<file path="config.mk">
export PLATFORM = sky130hd
export DESIGN_NAME = ingress_port_scheduler_flat
export DESIGN_NICKNAME = d
export VERILOG_FILES = /design/src/rtl/ingress_port_scheduler_if.sv /design/src/rtl/ingress_port_scheduler.sv /design/src/flat_wrapper.sv
export SDC_FILE = /design/constraint.sdc
export NUM_CORES = 1
export LEC_CHECK = 0
export CAP_MARGIN = 0
export CORE_MARGIN = 4
export CORE_UTILIZATION = 35
export CTS_BUF_LIST = sky130_fd_sc_hd__clkbuf_16
export CTS_CLUSTER_SIZE = 30
export DETAILED_ROUTE_END_ITERATION = 10
export GPL_ROUTABILITY_DRIVEN = 1
export PLACE_DENSITY = 0.67
export SYNTH_ARGS = -nofsm -noshare
export SYNTH_HDL_FRONTEND = slang
export SYNTH_SLANG_ARGS = --single-unit
</file>
<file path="constraint.sdc">
create_clock -name clk -period 6.7 [get_ports clk]
set_input_delay 1.675 -clock clk [delete_from_list [all_inputs] [get_ports clk]]
set_output_delay 1.675 -clock clk [all_outputs]
set_load 0.02 [all_outputs]
</file>
<file path="src/rtl/ingress_port_scheduler_if.sv">
// ---------------------------------------------------------------------------
// ingress_port_scheduler_if
// Bundle of the signals shared by the ingress port scheduler, the per-port
// ingress FIFO controllers (occupancy, enables) and the line card FIFO reader
// (grant handshake, completion, statistics).
//
// Handshake: grant_valid/grant_port are driven by the scheduler. A grant
// transfers in the cycle where grant_valid and grant_ready are both high.
// Once grant_valid rises, grant_port holds steady and grant_valid stays high
// until that transfer. grant_done is a one-cycle pulse from the reader that
// closes the transferred grant.
//
// Modports:
//   master - scheduler side (drives grant_valid, grant_port, timeout_err,
//            stats_count)
//   slave  - FIFO controller / reader side (drives fifo_rd_size,
//            port_enable, grant_ready, grant_done, stats_sel)
// ---------------------------------------------------------------------------
interface ingress_port_scheduler_if #(
  parameter int NUM_PORTS = 24
);
  logic [12:0] fifo_rd_size [NUM_PORTS];
  logic [NUM_PORTS-1:0] port_enable;
  logic        grant_valid;
  logic [4:0]  grant_port;
  logic        grant_ready;
  logic        grant_done;
  logic        timeout_err;
  logic [4:0]  stats_sel;
  logic [31:0] stats_count;

  modport master (
    input  fifo_rd_size,
    input  port_enable,
    input  grant_ready,
    input  grant_done,
    input  stats_sel,
    output grant_valid,
    output grant_port,
    output timeout_err,
    output stats_count
  );

  modport slave (
    output fifo_rd_size,
    output port_enable,
    output grant_ready,
    output grant_done,
    output stats_sel,
    input  grant_valid,
    input  grant_port,
    input  timeout_err,
    input  stats_count
  );
endinterface

</file>
<file path="src/rtl/ingress_port_scheduler.sv">
// ---------------------------------------------------------------------------
// ingress_port_scheduler
// Frame-granular round-robin scheduler sharing one UltraRAM read port among
// NUM_PORTS ingress FIFOs. A non-empty, enabled port is granted and keeps the
// read port until the frame reader pulses grant_done, or until the watchdog
// revokes the grant after TIMEOUT_CYCLES cycles in BUSY.
//
// Parameters:
//   NUM_PORTS      - ports arbitrated (2..32)
//   TIMEOUT_CYCLES - BUSY watchdog limit; 0 disables the watchdog
//
// Ports:
//   clk         - fabric clock
//   rst         - synchronous active-high reset
//   bus         - ingress_port_scheduler_if.master (occupancy, enables,
//                 grant handshake, done, timeout, statistics)
//   dbg_state_o - current FSM state (0 IDLE, 1 GRANT, 2 BUSY)
//
// Optional build: define INGRESS_SCHED_STATS_EN to build per-port 32-bit
// grant counters readable through stats_sel/stats_count. Without it,
// stats_count is tied to 0 and stats_sel is ignored.
// ---------------------------------------------------------------------------
module ingress_port_scheduler #(
  parameter int NUM_PORTS      = 24,
  parameter int TIMEOUT_CYCLES = 4096
) (
  input  logic                            clk,
  input  logic                            rst,
  ingress_port_scheduler_if.master        bus,
  output logic [1:0]                      dbg_state_o
);

  typedef enum logic [1:0] {
    S_IDLE  = 2'd0,
    S_GRANT = 2'd1,
    S_BUSY  = 2'd2
  } state_t;

  // A zero limit still needs a legal 1-bit counter; the watchdog is then
  // never allowed to fire.
  localparam int WD_W = (TIMEOUT_CYCLES > 0) ? $clog2(TIMEOUT_CYCLES + 1) : 1;
  localparam logic [WD_W-1:0] WD_MAX = WD_W'(TIMEOUT_CYCLES);
  localparam logic [4:0] LAST_RST = 5'(NUM_PORTS - 1);

  state_t                 state_q, state_d;
  logic [NUM_PORTS-1:0]   elig_q, elig_d;
  logic [4:0]             last_q, last_d;
  logic [4:0]             gport_q, gport_d;
  logic [WD_W-1:0]        wdog_q, wdog_d;
  logic                   tout_q, tout_d;

  logic                   sel_found;
  logic [4:0]             sel_idx;
  logic [31:0]            elig_w;

  // Eligibility is registered to break the path from the FIFO controllers.
  always_comb begin
    elig_d = '0;
    for (int i = 0; i < NUM_PORTS; i++) begin
      elig_d[i] = (bus.fifo_rd_size[i] != 13'd0) && bus.port_enable[i];
    end
  end

  // Round-robin search starting one past the last granted port; the last
  // granted port is visited last (k == NUM_PORTS).
  always_comb begin
    logic [5:0] cand;
    elig_w    = 32'(elig_q);
    sel_found = 1'b0;
    sel_idx   = '0;
    cand      = '0;
    for (int k = 1; k <= NUM_PORTS; k++) begin
      cand = {1'b0, last_q} + 6'(k);
      if (cand >= 6'(NUM_PORTS)) begin
        cand = cand - 6'(NUM_PORTS);
      end
      if (!sel_found && elig_w[cand[4:0]]) begin
        sel_found = 1'b1;
        sel_idx   = cand[4:0];
      end
    end
  end

  // Next-state and datapath updates.
  always_comb begin
    state_d = state_q;
    last_d  = last_q;
    gport_d = gport_q;
    wdog_d  = wdog_q;
    tout_d  = 1'b0;
    case (state_q)
      S_IDLE: begin
        if (sel_found) begin
          gport_d = sel_idx;
          state_d = S_GRANT;
        end
      end
      S_GRANT: begin
        // Grant is held here until accepted, even if the port drains.
        if (bus.grant_ready) begin
          last_d  = gport_q;
          wdog_d  = '0;
          state_d = S_BUSY;
        end
      end
      S_BUSY: begin
        if (wdog_q != WD_MAX) begin
          wdog_d = wdog_q + WD_W'(1);
        end
        // Completion takes precedence over a coincident watchdog expiry.
        if (bus.grant_done) begin
          state_d = S_IDLE;
        end else if ((TIMEOUT_CYCLES != 0) && (wdog_d == WD_MAX)) begin
          tout_d  = 1'b1;
          state_d = S_IDLE;
        end
      end
      default: begin
        state_d = S_IDLE;
      end
    endcase
  end

  always_ff @(posedge clk) begin
    if (rst) begin
      state_q <= S_IDLE;
      elig_q  <= '0;
      last_q  <= LAST_RST;
      gport_q <= '0;
      wdog_q  <= '0;
      tout_q  <= 1'b0;
    end else begin
      state_q <= state_d;
      elig_q  <= elig_d;
      last_q  <= last_d;
      gport_q <= gport_d;
      wdog_q  <= wdog_d;
      tout_q  <= tout_d;
    end
  end

  assign bus.grant_valid = (state_q == S_GRANT);
  assign bus.grant_port  = gport_q;
  assign bus.timeout_err = tout_q;
  assign dbg_state_o     = state_q;

`ifdef INGRESS_SCHED_STATS_EN
  logic [31:0] cnt_q [NUM_PORTS];
  logic [31:0] stats_d, stats_q;
  logic        hs;

  assign hs = (state_q == S_GRANT) && bus.grant_ready;

  for (genvar p = 0; p < NUM_PORTS; p++) begin : g_cnt
    always_ff @(posedge clk) begin
      if (rst) begin
        cnt_q[p] <= '0;
      end else if (hs && (gport_q == 5'(p))) begin
        cnt_q[p] <= cnt_q[p] + 32'd1;  // wraps modulo 2^32
      end
    end
  end

  // Out-of-range selections fall through to zero.
  always_comb begin
    stats_d = '0;
    for (int p = 0; p < NUM_PORTS; p++) begin
      if (bus.stats_sel == 5'(p)) begin
        stats_d = cnt_q[p];
      end
    end
  end

  always_ff @(posedge clk) begin
    if (rst) begin
      stats_q <= '0;
    end else begin
      stats_q <= stats_d;
    end
  end

  assign bus.stats_count = stats_q;
`else
  logic unused_stats_sel;
  assign unused_stats_sel = ^bus.stats_sel;
  assign bus.stats_count  = '0;
`endif

endmodule

</file>
<file path="src/flat_wrapper.sv">
// flat-port wrapper written by rule: the top's interface ports become plain ports
module ingress_port_scheduler_flat 
#(
  parameter int NUM_PORTS      = 24,
  parameter int TIMEOUT_CYCLES = 4096
)
  (clk, rst, dbg_state_o, bus_fifo_rd_size, bus_port_enable, bus_grant_ready, bus_grant_done, bus_stats_sel, bus_grant_valid, bus_grant_port, bus_timeout_err, bus_stats_count);
  ingress_port_scheduler_if #(.NUM_PORTS(NUM_PORTS)) bus_i ();
  input  logic clk;
  input  logic rst;
  output logic [1:0] dbg_state_o;
  input wire logic [$bits(bus_i.fifo_rd_size)-1:0] bus_fifo_rd_size;
  input wire logic [$bits(bus_i.port_enable)-1:0] bus_port_enable;
  input wire logic [$bits(bus_i.grant_ready)-1:0] bus_grant_ready;
  input wire logic [$bits(bus_i.grant_done)-1:0] bus_grant_done;
  input wire logic [$bits(bus_i.stats_sel)-1:0] bus_stats_sel;
  output wire logic [$bits(bus_i.grant_valid)-1:0] bus_grant_valid;
  output wire logic [$bits(bus_i.grant_port)-1:0] bus_grant_port;
  output wire logic [$bits(bus_i.timeout_err)-1:0] bus_timeout_err;
  output wire logic [$bits(bus_i.stats_count)-1:0] bus_stats_count;
  assign bus_i.fifo_rd_size = {>>{bus_fifo_rd_size}};
  assign bus_i.port_enable = bus_port_enable;
  assign bus_i.grant_ready = bus_grant_ready;
  assign bus_i.grant_done = bus_grant_done;
  assign bus_i.stats_sel = bus_stats_sel;
  assign bus_grant_valid = bus_i.grant_valid;
  assign bus_grant_port = bus_i.grant_port;
  assign bus_timeout_err = bus_i.timeout_err;
  assign bus_stats_count = bus_i.stats_count;
  ingress_port_scheduler #(.NUM_PORTS(NUM_PORTS), .TIMEOUT_CYCLES(TIMEOUT_CYCLES)) u_core (.clk(clk), .rst(rst), .bus(bus_i), .dbg_state_o(dbg_state_o));
endmodule
</file>
After elaboration in Yosys (flattened, before gate mapping)
Index checks and enable logic that the tools add are counted.
Word-level totals
  register bits after elaboration: 50
  input bits: 345
Cells by class
  $add $sub $neg: 49
  order comparisons: 48
  reduce and logical (&&, ||, !) cells: 101
  bitwise operators: 1
  mux-type cells: 130
  equal/unequal tests: 7
Operator list (count)
  $reduce_bool 13->1: 24
  $mux 5: 48
  $ge 6x5->1 const B: 24
  $lt 5x6->1 const B: 24
  $bmux 1 s5: 24
  $sub 5x5->5 const B: 24
  $add 5x5->6 const B: 9
  $mux 1: 49
  $add 5x4->6 const B: 8
  $logic_and 1x1->1: 47
  $mux 13: 3
  $pmux 13 s2: 1
  $add 5x3->6 const B: 4
  $logic_not 1->1: 23
  $add 13x1->13 const B: 1
  $eq 13x13->1 const B: 1
  $ne 13x13->1 const B: 1
  $add 5x2->6 const B: 2
  $mux 2: 4
  $add 5x1->6 const B: 1
  $pmux 2 s3: 1
  $reduce_and 2->1: 3
  $ne 3x2->1 const B: 1
  $reduce_and 3->1: 1
  8 further kinds: 8

Longest topological paths before layout
  depth in word-level cells: 77
  depth in mapped cells: 25
  mapped depth without buffers: 19

Least setup slack after synthesis
No wires, ideal clock.
  path kind: reg2reg
  start: reg u_core.last_q[2]
  end: reg u_core.gport_q[3] (netlist: u_core.bus.grant_port[3])
  data arrival time: 4.996 ns
  data required time: 6.570 ns
  clock period less this slack: 5.125 ns
  cell stages (with the launch flop): 25
  path slack: 1.575 ns
  buffers on the path: 6
  cells stage by stage: dfxtp_1 buf_4 buf_2 buf_2 clkbuf_1 inv_1 ha_1 clkbuf_1 xor2_1 inv_1 ha_1 and3b_1 nor3_1 a221o_1 o21ai_0 nor3b_1 a21oi_2 nand3_2 nor3_4 and2_1 buf_6 a311o_2 a2111o_1 a21oi_2 nor3_2
Between the ends
  cells in the longest elaborated chain, start to end: 76
  elaborated cells between the ends (all ways): 239
  those cells by class: 48 x add/sub; 24 x order compare; 120 x mux; 47 x reduce/logical
RTL lines
  start: declaration: RTL line ingress_port_scheduler.sv:47  | logic [4:0] last_q, last_d;
  start signal: assignment: RTL line ingress_port_scheduler.sv:135  | last_q <= last_d;
  $add 5x1->6: RTL line ingress_port_scheduler.sv:73  | cand = {1'b0, last_q} + 6'(k);
  $sub 5x5->5 / $ge 6x5->1 (equally long branches): RTL line ingress_port_scheduler.sv:75, ingress_port_scheduler.sv:74
  $mux 5: RTL line ingress_port_scheduler.sv:74  | if (cand >= 6'(NUM_PORTS)) begin
  $bmux 1 s5: RTL line ingress_port_scheduler.sv:77  | if (!sel_found && elig_w[cand[4:0]]) begin
  $mux 1 (not written as such): RTL line ingress_port_scheduler.sv:77
  $mux 1: RTL line ingress_port_scheduler.sv:77
  $logic_not 1->1: RTL line ingress_port_scheduler.sv:77
  $logic_and 1x1->1: RTL line ingress_port_scheduler.sv:77
  [60 not listed]
  $mux 1: RTL line ingress_port_scheduler.sv:77
  $logic_not 1->1: RTL line ingress_port_scheduler.sv:77
  $logic_and 1x1->1: RTL line ingress_port_scheduler.sv:77
  $mux 1: RTL line ingress_port_scheduler.sv:77
  $logic_not 1->1: RTL line ingress_port_scheduler.sv:77
  $logic_and 1x1->1: RTL line ingress_port_scheduler.sv:77
  $mux 1: RTL line ingress_port_scheduler.sv:77
  $reduce_and 2->1 (no line)
  end signal: assignment: RTL line ingress_port_scheduler.sv:136  | gport_q <= gport_d;
  end: declaration: RTL line ingress_port_scheduler.sv:48  | logic [4:0] gport_q, gport_d;
Several ways; a longest one is shown, not always the timed one. The select of a mux whose other input is x is not followed.
A chain may end at the register's enable or synchronous reset.

Worst setup path after layout
  start: reg u_core.last_q[2]
  end: reg u_core.gport_q[2] (netlist: u_core.bus.grant_port[2])
Same word-level chain as after synthesis.

==> flow_metrics.env <==
export IMPL_core_sq_um=24600
export IMPL_nets=1856
export IMPL_powerDensity_nw_per_um2=181.0
export IMPL_rows=57
export IMPL_drt_wl_total_um=41350
export IMPL_drc_errors=0
export IMPL_dieHeight_um=167.0
export IMPL_fin_skew_ps=6.006
export IMPL_tightestPinTransition_ps=951.6
export IMPL_outcome="complete, no violations"
export IMPL_ir_drop_mv=0.1089
export IMPL_placed_cell_area_sq_um=12370
export IMPL_synth_area_leader_cell="dfxtp_1"
export IMPL_end_kind="register"
export IMPL_grt_pass1_vias=10240
export IMPL_max_freq_ghz=0.1745
export IMPL_syn_inst=1184
export IMPL_final_max_slew_viol_count=0
export IMPL_postLayoutCellArea_sq_um=12520
export IMPL_rsz0062_at_grt="false"
export IMPL_syn_to_final_growth_pct=41.58
export IMPL_ys_seq_elements=50
export IMPL_mostFrequentLayoutCells="348 x clkdlybuf4s50_1, 125 x nor2_1, 78 x nand2_1"
export IMPL_wl_per_cell_um=22.80
export IMPL_fin_cells=1814
export IMPL_postLayoutCoreUtil_pct=50.89
export IMPL_ant_nets=0
export IMPL_cts_buffers_inserted=5
export IMPL_relSlewSlack_pct=34.75
export IMPL_io_pin_count=386
export IMPL_synth_edf_count=0
export IMPL_vias_per_cell=5.920
export IMPL_crit_arrival_ps=5930
export IMPL_hold_path_startpoint="u_core.bus.grant_port[2]"
export IMPL_grt_max_degree=47
export IMPL_syn_avg_cell_area_sq_um=7.470
export IMPL_fin_crit_sh_pct=85.53
export IMPL_portBuffers=348
export IMPL_ys_flop_type="dfxtp_1"
export IMPL_p_leak_nw=4.744
export IMPL_reg2reg_to="u_core.bus.grant_port[2]"
export IMPL_async_reset_ff_share_pct=0
export IMPL_holdBufCountCts=0
export IMPL_dp_cells=1801
export IMPL_synth_area_leaders="dfxtp_1 11%, mux4_2 7.9%, mux2i_1 6.5%"
export IMPL_clk_pin_slew_worst_paths_ps=70
export IMPL_crit_required_ps=6900
export IMPL_post_cts_buffers=0
export IMPL_ctsLongestPathBuffers=2
export IMPL_firstDrtPassIters=6
export IMPL_fin_ws_ps=969.3
export IMPL_syn_cell_area_sq_um=8845
export IMPL_path_max_fanout=15
export IMPL_hold_viol=0
export IMPL_grt_antenna_before_repair=5
export IMPL_min_to="u_core.last_q[2]"
export IMPL_finalPower_mw=2.266
export IMPL_die_w_um=167.0
export IMPL_grtUsageTotal_pct=28.03
export IMPL_initial_utilization_pct=35.95
export IMPL_clock_sinks=50
export IMPL_synth_yosys_seq_area_share_pct=11.32
export IMPL_h_tree_depth=2
export IMPL_hold_slack_ps=518.8
export IMPL_setup_viol_count_final=0
export IMPL_synth_top_cell_area_share_pct=11.32
export IMPL_cts_tree="built"
export IMPL_final_common_cell="clkdlybuf4s50_1"
export IMPL_dr_total_vias=10740
export IMPL_cts_resized=0
export IMPL_cts_root_buf="clkbuf_16"
export IMPL_fin_crit_ps=5731
export IMPL_yosys_warnings=0
export IMPL_hp_class="register to register"
export IMPL_gp_congestion=1.006
export IMPL_pre_cts_slack_ps=1238
export IMPL_drive_above_1_share_pct=8.081
export IMPL_dpl_hpwl_um=34640
export IMPL_maxCapViolCount=0
export IMPL_r2r_setup_slack_ps=970
export IMPL_grt_overflow=0
export IMPL_clk_latency_ps=310
export IMPL_yosys_cell_types_count=100
export IMPL_whs_path_depth=2
export IMPL_tns_ps=0
export IMPL_r2r_start="u_core.last_q[2]"
export IMPL_r2r_cells=18
export IMPL_crit_type="register to register"
export IMPL_die_area_sq_um=27880
export IMPL_grt_pass1_wl_um=61310
export IMPL_critPathLaunchType="register"
export IMPL_drt_iter0_markers=1233
==> layout make-up <==
type	instances	area [sq um]
fill	2423	12080
multi-input combinational	1026	7202
timing repair buffer	368	3633
sequential	50	1003
tap	324	405.4
clock buffer	5	125.1
inverter	33	123.9
clock inverter	3	16.27
antenna	5	12.51
==> routing by layer <==
metal,routed length [um],part of all wire [%],GRT usage (%)
met1,17180,42,36.44
met2,19350,47,45.93
met3,3904,9.4,7.395
met4,923,2.2,7.328
met5,0,0,3.304
==> power breakdown <==
| part | total, mW | switching [mW] | internal, mW |
|---|---|---|---|
| combinational | 1.66 | 0.953 | 0.706 |
| sequential | 0.348 | 0.0279 | 0.320 |
| clock | 0.259 | 0.122 | 0.137 |
| total | 2.27 | 1.10 | 1.16 |
==> critical path: stages, from the launching register on <==
cell and delay (ps):
dfxtp_2 590, inv_1 350, ha_1 430, xor2_1 340
inv_1 150, ha_1 230, and3b_1 210, o21ai_0 160
o31ai_1 90, o21ai_0 570, nor3b_1 180, a21oi_2 450
nand3_2 350, nor4_1 580, a21o_1 200, a211oi_1 50
a221oi_1 360, o21ai_1 110, a32o_1 210
==> cell usage after synthesis, types with 24 or more instances <==
| library cell | number |
|---|---|
| and3_1 | 41 |
| buf_2 | 24 |
| nor3_1 | 59 |
| xnor2_1 | 25 |
| nand4_1 | 33 |
| nor2_1 | 125 |
| ha_1 | 27 |
| o21ai_0 | 46 |
| inv_1 | 31 |
| dfxtp_1 | 50 |
| nor4_1 | 57 |
| buf_4 | 36 |
| a21oi_1 | 65 |
| nand2_1 | 78 |
| mux2i_1 | 57 |
| mux4_2 | 31 |
| nand3_1 | 36 |
| clkbuf_1 | 37 |
==> worst max-delay path by stage <==
stage / endpoint / slack [ps] / startpoint / cells after the start
2_1_floorplan: u_core.bus.grant_port[3] / 1570 / u_core.last_q[2] / 24
3_3_place_gp: u_core.bus.grant_port[3] / 1280 / u_core.last_q[2] / 14
3_5_place_dp: u_core.bus.grant_port[2] / 1240 / u_core.last_q[2] / 18
4_1_cts: u_core.bus.grant_port[2] / 1240 / u_core.last_q[2] / 18
5_1_grt: u_core.bus.grant_port[3] / 670 / u_core.last_q[2] / 18
6_report: u_core.bus.grant_port[2] / 970 / u_core.last_q[2] / 18
==> cells by family (layout without fill, tap and decap cells) <==
| logic type | after synthesis | count (layout) | synth area share [%] |
|---|---|---|---|
| xor gates and xnor gates | 38 | 38 | 4.470 |
| adders and majority gates | 27 | 27 | 3.819 |
| other | 1 | 37 | 0.04240 |
| buffers and inverters | 139 | 409 | 8.573 |
| muxes | 110 | 110 | 17.27 |
| DFF | 50 | 50 | 11.32 |
| AOI/OAI and AO/OA | 291 | 291 | 22.62 |
| and+or+nand+nor | 528 | 528 | 31.89 |
==> sequential cells by signal, indices dropped and copies added (netlist names) <==
| signal | count |
|---|---|
| u_core.bus.grant_port | 5 |
| u_core.bus.timeout_err | 1 |
| u_core.dbg_state_o | 2 |
| u_core.elig_q | 24 |
| u_core.last_q | 5 |
| u_core.wdog_q | 13 |
No activity file was read; power rests on OpenSTA's default activity.
==> edit 1 (same settings) <==
`TIMEOUT_CYCLES` is set to 4096 in 2 places; all go to 8192.
--- a/src/rtl/ingress_port_scheduler.sv
+++ b/src/rtl/ingress_port_scheduler.sv
@@ -24,3 +24,3 @@
   parameter int NUM_PORTS      = 24,
-  parameter int TIMEOUT_CYCLES = 4096
+  parameter int TIMEOUT_CYCLES = 8192
 ) (
--- a/src/flat_wrapper.sv
+++ b/src/flat_wrapper.sv
@@ -4,3 +4,3 @@
   parameter int NUM_PORTS      = 24,
-  parameter int TIMEOUT_CYCLES = 4096
+  parameter int TIMEOUT_CYCLES = 8192
 )
Check against the original RTL: no difference found for any inputs over 4 cycles, from zero or initial values and one cycle with rst high; that may be too few to reach the edited logic, so the function may still have changed.
==> edit 1 against the original RTL <==
  * Critical path depth unchanged
  * Setup slack gained 0.14 ns
  * Synthesized area decreased by 2.6%
  * Final area is 0.93% lower
  * Sequential cell count is 1 higher
  * Non-clock buffer count grew 7
  * Wire length is 2.2% lower
  * Fmax rose by 2.6%
  * Total power decreased by 6.8%
  * Synthesized cell count decreased by 2.2%
  * Critical path type unchanged
==> edit 1: results (changes against the original RTL) <==
The run finished with clean final reports. The adder and majority cell fraction of the synthesized area was 3.922% (+0.10 points); the leakage power total was 4.730 nW (-0.30%). The arrival time at the worst endpoint was 5.77 ns (-0.16 ns); the clock slew seen by the registers of the worst setup and hold paths was 0.08 ns. The number of global-route vias before repair is 10110 (-1.3%), and the length of the first detailed-routing pass in iterations is 5 (-1). Total vias in the final route: 10740 (-0.028%). The proportion of synthesized area in mux cells was 16.40% (-0.87 points). Ranked by total cell area, the synthesized netlist is headed by dfxtp_1, mux2i_1, mux4_2.

The dominant delay contributor by cell family on the critical path was simple AND/OR/NAND/NOR gates. The complex-gate fraction of the synthesized area came out at 25.46% (+2.8 points). After synthesis, the most frequently instantiated cells are nor2_1, nor3_1, nand2_1.

The xor/xnor share of the synthesized area is 3.253% (-1.2 points). The per-cell via count in the routed design is 5.984 (+1.1%), and the number of design-rule violations left by the first detailed-router iteration is 1076 (-13%). For this run, the slowest stage of the critical path takes 0.60 ns. Worst-path maximum fanout: 11 (-4).

The largest registers in the layout are u_core.elig_q x24, u_core.wdog_q x14. The number of distinct library cells after synthesis is 89 (-11%). The critical path's slowest cell is or4_1. The first-pass GRT wire length is 59320 µm (-3.2%), and the switching component of the power is 1.011 mW (-8.3%). The run gives 40430 µm (-2.2%) as the detailed-route wire length.

The pin count of the biggest net entering global routing is 53 (+13%). The logs give 28.50% (+0.47 points) for the global-route total usage across every layer and 0.01107 ns (+0.005064 ns) for the setup skew after layout. The ratio of cells with drive above 1 in the final layout works out to 7.007% (-1.1 points).

The number of antenna violations at the first check in global routing is 0 (-5). The worst voltage drop across the vdd grid was 0.0001018 V (-6.4%); the detailed-routed wire length on met2 was 18520 µm (-4.3%). Count of inserted antenna diode cells: 0 (-5). The worst-case headroom to the max-slew limit came out at 24.35% (-10 points). The number of placed instances, taps included was 1786 (-0.83%); the post-DP HPWL was 33440 µm (-3.4%). The run gives 2393 (-1.2%) as the fill cell total of the finished layout. Synthesized netlist cell count: 1158 (-2.2%).

The part of the Yosys area used for sequential elements is 11.85% (+0.53 points), and the total met3 wirelength after detailed routing is 3775 µm (-3.3%). The last weighted congestion value of the routability-driven placer was 1.034 (+2.7%); the wire length on met1 was 17010 µm (-1.0%).
-- edit 1: through the flow --
stage          hold WS [ns]  cell area, µm²  total power [mW]  worst slack (ns)
2_1_floorplan        0.5103            8731             1.268             1.622
3_3_place_gp         0.4820           12260             1.782             1.319
3_5_place_dp         0.4818           12260             1.786             1.308
4_1_cts              0.5036           12410             2.080             1.284
5_1_grt              0.5416           12410             2.225            0.7769
6_report             0.5035           12410             2.113             1.114
-- edit 1: path summary, 6_finish.rpt --
path | start | endpoint | slack (ns) | cells after the start
max | u_core.last_q[3] | u_core.bus.grant_port[2] | 1.11 | 18
min | u_core.bus.grant_port[3] | u_core.last_q[3] | 0.50 | 2
max reg2reg | u_core.last_q[3] | u_core.bus.grant_port[2] | 1.11 | 18
min reg2reg | u_core.bus.grant_port[3] | u_core.last_q[3] | 0.50 | 2
-- edit 1: cells by family (layout without fill, tap and decap cells) --
family / Yosys count / count (layout)
AO/OA/AOI/OAI: 308 / 308
AND/OR/NAND/NOR: 483 / 483
multiplexers: 105 / 105
XOR/XNOR: 29 / 29
buffers and inverters: 154 / 435
adder cells (fa/ha/maj): 27 / 27
flip-flops: 51 / 51
other: 1 / 32
-- edit 1: area by class of cell --
type,count,area (µm²),share of cell area (%)
clock buffers,5,125.1,1.009
clock inverters,3,25.02,0.2017
inverters,52,195.2,1.573
multi-input cells,984,6950,56.03
flip-flops and latches,51,1023,8.250
well taps,324,405.4,3.268
repair buffers,375,3681,29.67
-- edit 1: worst min-delay path, cell delays in order (launching register included) --
cell and delay [ns]:
dfxtp_1 0.34, nand3_1 0.07, a21oi_1 0.05
-- edit 1: power by group through the flow --
stage	combinational (mW)	sequential, mW	clock (mW)
global placement	1.42	0.358	0
finish	1.48	0.351	0.283
CTS	1.44	0.351	0.293
floorplan	0.909	0.359	0
detailed placement	1.43	0.357	0
global route	1.57	0.354	0.299
-- edit 1: per-layer routing --
layer  up-vias  global-route usage (%)
met5         -                       0
met4         0                   7.788
met3        83                   6.613
met2       547                   45.53
met1      5053                   38.57
li1       5053                       -
==> edit 2 (same settings) <==
Made on the original files. Register the output `dbg_state_o` once more, cleared by the reset; this adds one clock of latency there. The other outputs are not delayed to match.
--- a/src/rtl/ingress_port_scheduler.sv
+++ b/src/rtl/ingress_port_scheduler.sv
@@ -144,3 +144,9 @@
   assign bus.timeout_err = tout_q;
-  assign dbg_state_o     = state_q;
+  always_ff @(posedge clk) begin
+    if (rst) begin
+      dbg_state_o <= '0;
+    end else begin
+      dbg_state_o <= state_q;
+    end
+  end
 
Behaviour: not the same (a bounded check fails within 4 cycles, from zero or initial values and one cycle with rst high).
==> edit 2 against the original RTL <==
  * Synthesized area decreased by 4.2%
  * Setup slack got worse by 0.49 ns
  * Global-route usage increased by 0.30 points
  * Clock skew increased by 0.0024 ns
  * Sequential cell count increased by 2
  * Clock power increased by 13%
  * Final area decreased by 1.5%
  * Wire length decreased by 3.6%
  * Worst hold slack improved by 0.0014 ns
  * Total power decreased by 2.5%
==> edit 2: results (changes against the original RTL) <==
The number of global-route vias before repair came out at 10240 (+0.059%). By area the synthesized netlist is led by dfxtp_1, mux4_2, mux2i_1. Worst voltage drop across the vdd grid: 0.00008987 V (-17%).

The leakage power total was 4.766 nW (+0.47%). The pin count of the biggest net entering global routing was 40 (-15%). Clock latency on the worst-skew pair, taken at its later pin, is 0.32 ns. Number of design-rule violations left by the first detailed-router iteration: 1134 (-8.0%). The total placed instance area is 0.01218 mm² (-1.5%).

For the number of gates resized after CTS, the log shows 0 (unchanged). The worst setup margin is 0.4836 ns (-0.4857 ns). The detailed-routed wire length on met2 is 18220 µm (-5.8%), and the global-route track usage on met3 is 4.946% (-2.4 points). The global-route met2 utilization was 45.26% (-0.67 points); the number of distinct library cells after synthesis was 90 (-10%). The post-DP HPWL is 32930 µm (-4.9%). The first-pass GRT wire length is 59030 µm (-3.7%), and the average wire per standard cell is 22.35 µm (-1.9%). The setup skew after layout was 0.008443 ns (+0.002437 ns); the total of buffers placed on input and output ports was 348 (unchanged). The run finished with clean final reports. Routed signal wires occupy layers up through met4. The maximum buffer depth of the clock tree was 2 (unchanged); the worst hold slack after final layout was 0.5202 ns (+0.001394 ns). The post-placement worst setup slack is 0.6515 ns (-0.5863 ns).

The root buffer cell chosen for the clock tree is clkbuf_16. Arrival time at the worst endpoint: 6.42 ns (+0.49 ns). The slew at the pin with the worst max-slew slack came out at 0.9887 ns (+0.03712 ns). Dominant delay contributor by cell family on the critical path: simple AND/OR/NAND/NOR gates. The number of H-tree levels was 2 (unchanged); the share of synthesized flip-flops with an asynchronous set or reset was 0% (unchanged). The ratio of cells with drive above 1 in the final layout came out at 7.372% (-0.71 points).

The classification of the worst-slack hold path is reg2reg. The number of CTS-inserted buffers was 5 (unchanged); the clock slew seen by the registers of the worst setup and hold paths was 0.09 ns (+0.02 ns). The wire length on met1 is 16670 µm (-3.0%), and the total met3 wirelength after detailed routing is 3698 µm (-5.3%). The last weighted congestion value of the routability-driven placer is 1.015 (+0.83%).

The global-route total usage across every layer was 28.33% (+0.30 points). Critical path's slowest cell: or4_1. The number of antenna violations at the first check in global routing came out at 0 (-5). Counting instances in the post-synthesis netlist gives the leading cell types as nor2_1, nand2_1, nor4_1.

The delay contributed by the slowest stage of the critical path was 0.68 ns (+0.09 ns); the length of the first detailed-routing pass in iterations was 6 (unchanged). The synthesized netlist cell count is 1144 (-3.4%), and the met1 demand-to-capacity share in global routing is 39.05% (+2.6 points). The run gives 0 (-5) as the count of inserted antenna diode cells. The worst-path maximum fanout is 9 (-6), and the per-cell via count in the routed design is 6.026 (+1.8%). The largest registers in the layout are u_core.elig_q x24, u_core.wdog_q x13. The buffer count from post-CTS setup fixing is 0 (unchanged), and the count of yosys warnings during synthesis is 0 (unchanged).

The run gives 12.29% (+0.97 points) as the part of the Yosys area used for sequential elements. Fill cell total of the finished layout: 2321 (-4.2%). The number of placed instances, taps included came out at 1776 (-1.4%).

The total count of max-transition violations in the final report was 0 (unchanged); the detailed-route wire length was 39880 µm (-3.6%).
edit 2: cell count changes after synthesis, moves of 7 or more:
| cell | change |
|---|---|
| nor2_1 | -24 |
| buf_2 | -13 |
| a21oi_1 | -11 |
| a31oi_1 | -11 |
| nor2b_1 | +10 |
| nor4_1 | +10 |
| mux2_1 | -7 |
edit 2: power by group:
group	total [mW]	internal, mW	switching, mW
Clock	0.292	0.142	0.150
Sequential	0.360	0.332	0.0277
Combinational	1.56	0.669	0.888
Total	2.21	1.14	1.07
edit 2: area by class of cell:
type	instances	area [µm²]	share of cell area (%)
well taps	319	399.1	3.236
clock inverters	3	26.28	0.2130
repair buffers	377	3701	30.01
inverters	39	146.4	1.187
clock buffers	5	125.1	1.014
multi-input cells	989	6893	55.88
flip-flops and latches	52	1044	8.460
edit 2: cells by family (layout without fill, tap and decap cells):
logic type / Yosys count / after routing / synth area share (%)
adder cells (fa/ha/maj): 27 / 27 / 3.989
buffers and inverters: 134 / 424 / 7.697
other: 1 / 32 / 0.04428
multiplexers: 108 / 108 / 17.24
AO/OA/AOI/OAI: 269 / 269 / 22.43
flip-flops: 52 / 52 / 12.29
AND/OR/NAND/NOR: 520 / 520 / 32.65
XOR/XNOR: 33 / 33 / 3.664
edit 2: worst paths after layout:
| kind | cells after the start | to | startpoint |
|---|---|---|---|
| worst max-delay path | 18 | u_core.bus.grant_port[3] | u_core.last_q[2] |
| worst max register to register | 18 | u_core.bus.grant_port[3] | u_core.last_q[2] |
| worst min-delay path | 2 | u_core.bus.grant_port[0] | u_core.bus.grant_port[0] |
| worst min register to register | 2 | u_core.bus.grant_port[0] | u_core.bus.grant_port[0] |
